### src/rtl/rv_alu_exec.sv
// rv_alu_exec: execute-stage ALU with a valid/ready handshake and a 2-entry
// skid buffer (OUT slot + SKID slot). The payload {result, zero, illegal, tag}
// is computed combinationally and captured at the accepting edge.
// Optional macro RV_ALU_OVF_EN adds a registered signed-overflow flag (ovf).
module rv_alu_exec #(
    parameter int XLEN  = 32,
    parameter int TAG_W = 5
) (
    input  logic             clk,
    input  logic             rst,
    input  logic             in_valid,
    output logic             in_ready,
    input  logic [3:0]       op,
    input  logic [XLEN-1:0]  a,
    input  logic [XLEN-1:0]  b,
    input  logic [TAG_W-1:0] tag,
    output logic             out_valid,
    input  logic             out_ready,
    output logic [XLEN-1:0]  result,
    output logic             zero,
    output logic             illegal,
`ifdef RV_ALU_OVF_EN
    output logic             ovf,
`endif
    output logic [TAG_W-1:0] out_tag
);

`ifdef RV_ALU_OVF_EN
    localparam int PW = XLEN + TAG_W + 3;
`else
    localparam int PW = XLEN + TAG_W + 2;
`endif

    typedef enum logic [1:0] {S_EMPTY, S_ONE, S_FULL} state_t;

    state_t          state_q, state_d;
    logic            in_ready_q, in_ready_d;
    logic [PW-1:0]   out_q, skid_q, new_p;
    logic [XLEN-1:0] res_c, sum_c, diff_c;
    logic            ill_c, zero_c, ovf_c;
    logic            accept, drain;
    logic            ld_out_new, ld_out_skid, ld_skid;

    // ALU datapath on the presented operands
    always_comb begin
        sum_c  = a + b;
        diff_c = a - b;
        res_c  = '0;
        ill_c  = 1'b0;
        ovf_c  = 1'b0;
        case (op)
            4'b0000: res_c = a & b;
            4'b0001: res_c = a | b;
            4'b0010: begin
                res_c = sum_c;
                ovf_c = (a[XLEN-1] == b[XLEN-1]) && (sum_c[XLEN-1] != a[XLEN-1]);
            end
            4'b0110: begin
                res_c = diff_c;
                ovf_c = (a[XLEN-1] != b[XLEN-1]) && (diff_c[XLEN-1] != a[XLEN-1]);
            end
            4'b0111: res_c = {{(XLEN-1){1'b0}}, ($signed(a) < $signed(b))};
            4'b1100: res_c = ~(a | b);
            default: ill_c = 1'b1;
        endcase
        zero_c = (res_c == '0);
`ifdef RV_ALU_OVF_EN
        new_p = {ovf_c, ill_c, zero_c, tag, res_c};
`else
        new_p = {ill_c, zero_c, tag, res_c};
`endif
    end

    assign accept    = in_valid && in_ready_q;
    assign out_valid = (state_q != S_EMPTY);
    assign drain     = out_valid && out_ready;

    // Next-state and slot-load decisions for the OUT/SKID buffer
    always_comb begin
        state_d     = state_q;
        ld_out_new  = 1'b0;
        ld_out_skid = 1'b0;
        ld_skid     = 1'b0;
        case (state_q)
            S_EMPTY: if (accept) begin
                ld_out_new = 1'b1;
                state_d    = S_ONE;
            end
            S_ONE: begin
                if (accept && !drain) begin
                    ld_skid = 1'b1;
                    state_d = S_FULL;
                end else if (accept && drain) begin
                    ld_out_new = 1'b1;
                end else if (drain) begin
                    state_d = S_EMPTY;
                end
            end
            S_FULL: if (drain) begin
                ld_out_skid = 1'b1;
                state_d     = S_ONE;
            end
            default: state_d = S_EMPTY;
        endcase
        in_ready_d = (state_d != S_FULL);
    end

    // State, registered in_ready and slot storage
    always_ff @(posedge clk or posedge rst) begin
        if (rst) begin
            state_q    <= S_EMPTY;
            in_ready_q <= 1'b1;
            out_q      <= '0;
            skid_q     <= '0;
        end else begin
            state_q    <= state_d;
            in_ready_q <= in_ready_d;
            if (ld_out_new)       out_q <= new_p;
            else if (ld_out_skid) out_q <= skid_q;
            if (ld_skid)          skid_q <= new_p;
        end
    end

    assign in_ready = in_ready_q;
    assign result   = out_q[XLEN-1:0];
    assign out_tag  = out_q[XLEN +: TAG_W];
    assign zero     = out_q[XLEN+TAG_W];
    assign illegal  = out_q[XLEN+TAG_W+1];
`ifdef RV_ALU_OVF_EN
    assign ovf      = out_q[XLEN+TAG_W+2];
`endif

endmodule
### config.mk
export PLATFORM = sky130hd
export DESIGN_NAME = rv_alu_exec
export DESIGN_NICKNAME = d
export VERILOG_FILES = /design/src/rtl/rv_alu_exec.sv
export SDC_FILE = /design/constraint.sdc
export NUM_CORES = 1
export LEC_CHECK = 0
export ABC_CLOCK_PERIOD_IN_PS = 3350
export BUFFER_PORTS_ARGS = -buffer_cell sky130_fd_sc_hd__buf_2
export CAP_MARGIN = 20
export CORE_UTILIZATION = 45
export CTS_CLUSTER_DIAMETER = 200
export DETAILED_ROUTE_END_ITERATION = 10
export HOLD_SLACK_MARGIN = 0.02
export SLEW_MARGIN = 20
export SYNTH_ARGS = -nofsm -noshare
export SYNTH_HDL_FRONTEND = slang
export SYNTH_SLANG_ARGS = --single-unit
### constraint.sdc
create_clock -name clk -period 3.35 [get_ports clk]
set_input_delay 0.67 -clock clk [delete_from_list [all_inputs] [get_ports clk]]
set_output_delay 0.67 -clock clk [all_outputs]
set_load 0.01 [all_outputs]
# == Word level (Yosys, flattened, before mapping) ==
# Cells that the tools add are included.
# totals
reg_bits,81
in_bits,77
out_inout_bits,41
word_cells,47
# op_classes
add_sub_neg,2
n_lt_le_gt_ge,1
eq_ne,8
muxes,18
bitwise,3
reduce_logical,11
# op_table
operator,n
32-bit case mux with 6 select lines,1
39-bit 2-to-1 mux,2
32-bit adder,1
32-bit bitwise AND,1
32-bit logical NOT,1
32-bit < comparator,1
32-bit NOT,1
32-bit OR,1
32-bit subtractor,1
2-bit 2-to-1 mux,5
4-bit by 3-bit equality test with 1-bit output (second input constant),2
1-bit 2-to-1 mux,8
2-bit case mux with 3 select lines,1
6-bit OR reduction,1
4-bit by 1-bit equality test with 1-bit output (second input constant),1
4-bit by 2-bit equality test with 1-bit output (second input constant),1
4-bit equality test (second input constant),1
1-bit logical AND,4
4-bit logical NOT,1
2-bit nonzero test,2
2-bit by 1-bit equality test with 1-bit output (second input constant),1
2-bit equality test (second input constant),1
2-bit logical NOT,1
2-bit != test (second input constant),1
2 further kinds,2

# == Depth between registers and ports, before layout ==
# logic_depth
depth_word,7
ltp_mapped,15
mapped_depth_nobuf,15

# == Worst setup path before layout ==
# Ideal clock, no wire load.
# synth_timing
kind,in2reg
start,input port b[4]
end,register skid_q[37]
setup_ns,0.095
arrival_ns,3.584
t_required_ns,3.255
path_slack_ns,-0.329
cell_stages,14
path_buffers,1
path_cell_list,inv_1 -> ha_1 -> buf_6 -> inv_2 -> a211o_1 -> o2111a_1 -> o31a_1 -> nand3b_4 -> a21bo_2 -> a221oi_1 -> mux2i_1 -> o21ai_1 -> or3_1 -> o31ai_1
# synth_between
elab_chain_cells,4
word_cells_on_any_way,8
cone_classes,add/sub: 2; order compare: 1; mux: 1; bitwise: 3; reduce/logical: 1
# synth_rtl
item,line_no,rtl
from (decl),15,"input logic [XLEN-1:0] b,"
"parallel branches: the longest is 2 deep, another holds 32-bit subtractor",-,
32-bit case mux with 6 select lines *,51,case (op)
32-bit logical NOT *,66,zero_c = (res_c == '0);
to (signal assigned),120,if (ld_skid) skid_q <= new_p;
to (decl),38,"logic [PW-1:0] out_q, skid_q, new_p;"
# Every way passes the cells marked *.
# A chain may end at the register's enable or synchronous reset.

# == Worst setup path after layout ==
# Same ends and word-level chain as after synthesis.

==> metrics list <==
- The flow ran to the end, but the final reports show violations.
- Failing checks: setup timing
* Maximum operating frequency: 284 MHz
- The tool flagged a number of max-cap violations equal to 0.
- Among all flip-flop cells after synthesis, the most frequent one is sky130_fd_sc_hd__dfrtp_1.
- The wire-length estimate of the detail-placed layout is 27200 um.
* Worst-case clock buffer depth: 2
* Synth Area in XOR/XNOR: 0.00382
- Relative area change from synthesis to final layout: 48.9%
- Summed over all layers, the global routing overflow is 0.
* Share of cell area taken by muxes after synthesis: 0.0438
* Count of pins over their slew limit: 0
- Crit share post-route: 1.05
- Counting every sink on the clock net gives 81.
* Pwr/cell area: 398 nW/um^2
- In the synthesized netlist the async set-or-reset flop fraction comes to 1.00.
* Clock tree root driver cell: sky130_fd_sc_hd__clkbuf_16
- TritonCTS clock tree: yes
* Synth area leader: sky130_fd_sc_hd__dfrtp_1
- For this block, the initial DRC count from the detailed router was 794.
- Peak ir drop on the vdd network: 0.304 mV
* Gate Count Post-Synth: 1267
- Final Hold Violating Endpoints: 0
- Along the worst path, the maximum fanout reaches 4.
* Type of destination of the critical path: flip-flop
* Smallest hold slack: 0.432 ns
* First-pass GRT wire length: 52900 um
- Worst Clk Skew: 0.00322 ns
- Kind of start point of the critical path: input port
* Final core area utilization: 0.692
- Summing all multi-input logic gate instances after layout gives 7010 um^2.
* Total CTS buffers: 9
* IO Count: 118
- Fraction of layout cells with a size suffix above 1: 0.368
- Setup slack on the worst reg-to-reg path comes out at 1.47 ns.
- Number of vias in the routed layout: 11.0k
* Leakage component of the power: 6.75 nW
* Number of H-tree levels: 3
- The cell area that synthesis handed to floorplanning was 9160 um^2.
- Counting the fill cells in the layout gives 1729.
- Number of flops mapped to enable cells by yosys: 0
- After the last flow step, the layout net total stands at 1867.
- Compound-Gate Fraction of Synth Area: 0.296
- CTS clk-pin slew, worst paths: 0.06 ns
* Number of rows created at floorplan: 51
- Per-instance average area after synthesis: 7.23 um^2
- Vertical die dimension: 145 um
- Area share of the leading cell type in the synthesized netlist: 0.218
- The detail route stage leaves a number of antenna-violating nets equal to 0.
- In the global route stage, overall resource usage came out at 0.324.
* FF+latch area: 2030 um^2
- Clock latency on the worst-skew pair, taken at its later pin, is 0.33 ns.
- Via density: 5.64
* Initial antenna violation count: 0
* Commonest cells in the netlist: 209 x sky130_fd_sc_hd__nand2_1, 119 x sky130_fd_sc_hd__o21ai_0, 108 x sky130_fd_sc_hd__inv_1
* Non-Filler Instances: 1956
- Of the total synthesized cell area, the portion taken by full adders, half adders and majority gates is 0.142.
- Inst Count DP: 1916
- Ant diodes: 0
* Setup repair after global routing missed its margin: true
* Period minus WS final: 3.52 ns
- Effective utilization at floorplan: 0.465
* Syn Nets: 1447
- For this run, the number of Yosys warnings is 0.
* Buffers on Ports: 117
- Synthesis instantiated 80 different standard cells from the library.
* Maximum number of pins on one net before global-route repair: 58
- For this run, design rule violations remaining after detail routing come to 0.
* Detailed-routing iteration count for the pre-antenna-repair pass: 6
- At the end of routability-driven placement, the weighted congestion stood at 0.960.
- Average routed wire per standard cell: 17.3 um
- Setup violations remaining at the end of the flow were counted as 4.
* Class of the tightest hold or removal check: input port to async pin
- Cell with the most instances after synthesis: sky130_fd_sc_hd__nand2_1
- The critical path in this run is classified as input port to flip-flop.
- At the pin with the least slew margin, the transition time is 0.778 ns.
* Final Worst Setup Slack: -0.172 ns
* Full die area: 20900 um^2
- The worst pin sits at a relative slew slack of 0.479.
- Dominant combinational cell family by area after synthesis: compound AO/OA/AOI/OAI gates
- The final layout contains routed wiring with a total length of 33900 um.
- The floorplan step defined a core boundary enclosing 19700 um^2.
* Proportion of synthesized chip area in sequential cells: 0.221
- At the worst endpoint, the required time is 3.59 ns.
* Die span in x: 145 um
- Vias in the first global route: 10.2k
- Of the total synthesized cell area, the portion taken by AND, OR, NAND and NOR gates is 0.211.
- Endpoint arrival time on the critical path: 3.76 ns
- By area the synthesized netlist is led by sky130_fd_sc_hd__dfrtp_1 22%, sky130_fd_sc_hd__ha_1 14%, sky130_fd_sc_hd__nand2_1 8.6%, sky130_fd_sc_hd__o21ai_0 6.5%, sky130_fd_sc_hd__a21oi_1 5.6%.
- Count of state elements after synthesis: 81
[per-layer routing]
| layer | track usage | share of wire |
|---|---|---|
| met4 | 0.110 | 0.034 |
| met2 | 0.539 | 0.46 |
| met3 | 0.0204 | 0.062 |
| met1 | 0.444 | 0.45 |
| met5 | 0 | 0 |
[flip-flops by register name, summed over array words and instances (netlist names)]
name / cells
out_q: 39
state_q: 2
in_ready: 1
skid_q: 39
[worst max-delay path, cell delays in order]
cell and delay [ns]:
sky130_fd_sc_hd__buf_8 0.09, sky130_fd_sc_hd__inv_8 0.03, sky130_fd_sc_hd__ha_4 0.28, sky130_fd_sc_hd__inv_2 0.04, sky130_fd_sc_hd__a211o_1 0.33, sky130_fd_sc_hd__o2111a_1 0.28, sky130_fd_sc_hd__o31a_1 0.31, sky130_fd_sc_hd__nand3b_4 0.21
sky130_fd_sc_hd__buf_6 0.15, sky130_fd_sc_hd__a21bo_4 0.23, sky130_fd_sc_hd__a221oi_4 0.23, sky130_fd_sc_hd__mux2i_1 0.23, sky130_fd_sc_hd__o21ai_1 0.09, sky130_fd_sc_hd__or3_4 0.35, sky130_fd_sc_hd__o31ai_2 0.23
[repair_timing]
item                                    in CTS  in global routing
pin swaps                                   25                 51
hold buffers                                 0                  0
endpoints found under the setup margin      10                 20
buffers inserted                            12                 16
resized for setup                           64                 65
[power breakdown]
part / total (mW) / switching [mW] / internal [mW]
clock network: 1.02 / 0.369 / 0.648
logic: 2.82 / 1.53 / 1.28
registers: 1.60 / 0.211 / 1.39
[final cells by class]
class | count | share of cell area
inverters | 109 | 0.0312
clock buffers | 10 | 0.0168
clock inverters | 5 | 0.00596
well taps | 265 | 0.0243
repair buffers | 491 | 0.259
multi-input cells | 995 | 0.514
flip-flops and latches | 81 | 0.149
[logic make-up (layout without fill, tap and decap cells)]
family          count (synthesis)  count (layout)
xor+xnor                        4               4
flops                          81              81
buf+inv                       191             615
compound gates                421             421
mux                            40              40
fa+ha+maj                     103             103
simple gates                  427             427
[path summary, 6_finish.rpt]
kind,from,to,cells past startpoint
max,b[4],skid_q[37]$_DFFE_PP0P_,15
min in group clk,out_q[21]$_DFFE_PP0P_,out_q[21]$_DFFE_PP0P_,2
max reg2reg,state_q[0]$_DFF_PP0_,out_q[28]$_DFFE_PP0P_,7
min,rst,out_q[26]$_DFFE_PP0P_,2
max in group asynchronous,rst,out_q[37]$_DFFE_PP0P_,3
min reg2reg,out_q[21]$_DFFE_PP0P_,out_q[21]$_DFFE_PP0P_,2
[per-stage QoR]
step	worst slack (ns)	instance area, um^2	setup TNS, ns	power, mW
after floorplan	-0.0421	9280	-0.0518	3.01
after global placement	-0.715	12600	-8.30	4.15
after detailed placement	-0.698	12600	-9.84	4.21
after CTS	-0.120	13200	-0.235	5.33
after global routing	-0.319	13600	-1.25	5.84
final	-0.172	13600	-0.361	5.43
[placed cells by master, fill, tap and decap left out, types with 18 or more instances in the layout]
cell type | Yosys | routed
sky130_fd_sc_hd__o21ai_0 | 119 | 109
sky130_fd_sc_hd__ha_1 | 101 | 84
sky130_fd_sc_hd__inv_1 | 108 | 100
sky130_fd_sc_hd__buf_4 | 1 | 358
sky130_fd_sc_hd__buf_2 | 17 | 112
sky130_fd_sc_hd__a21oi_1 | 103 | 94
sky130_fd_sc_hd__mux2i_1 | 39 | 38
sky130_fd_sc_hd__dfrtp_1 | 80 | 80
sky130_fd_sc_hd__nor2_1 | 91 | 88
sky130_fd_sc_hd__o211ai_1 | 18 | 18
sky130_fd_sc_hd__nand2_1 | 209 | 207
Power figures use the tool's default switching activity.
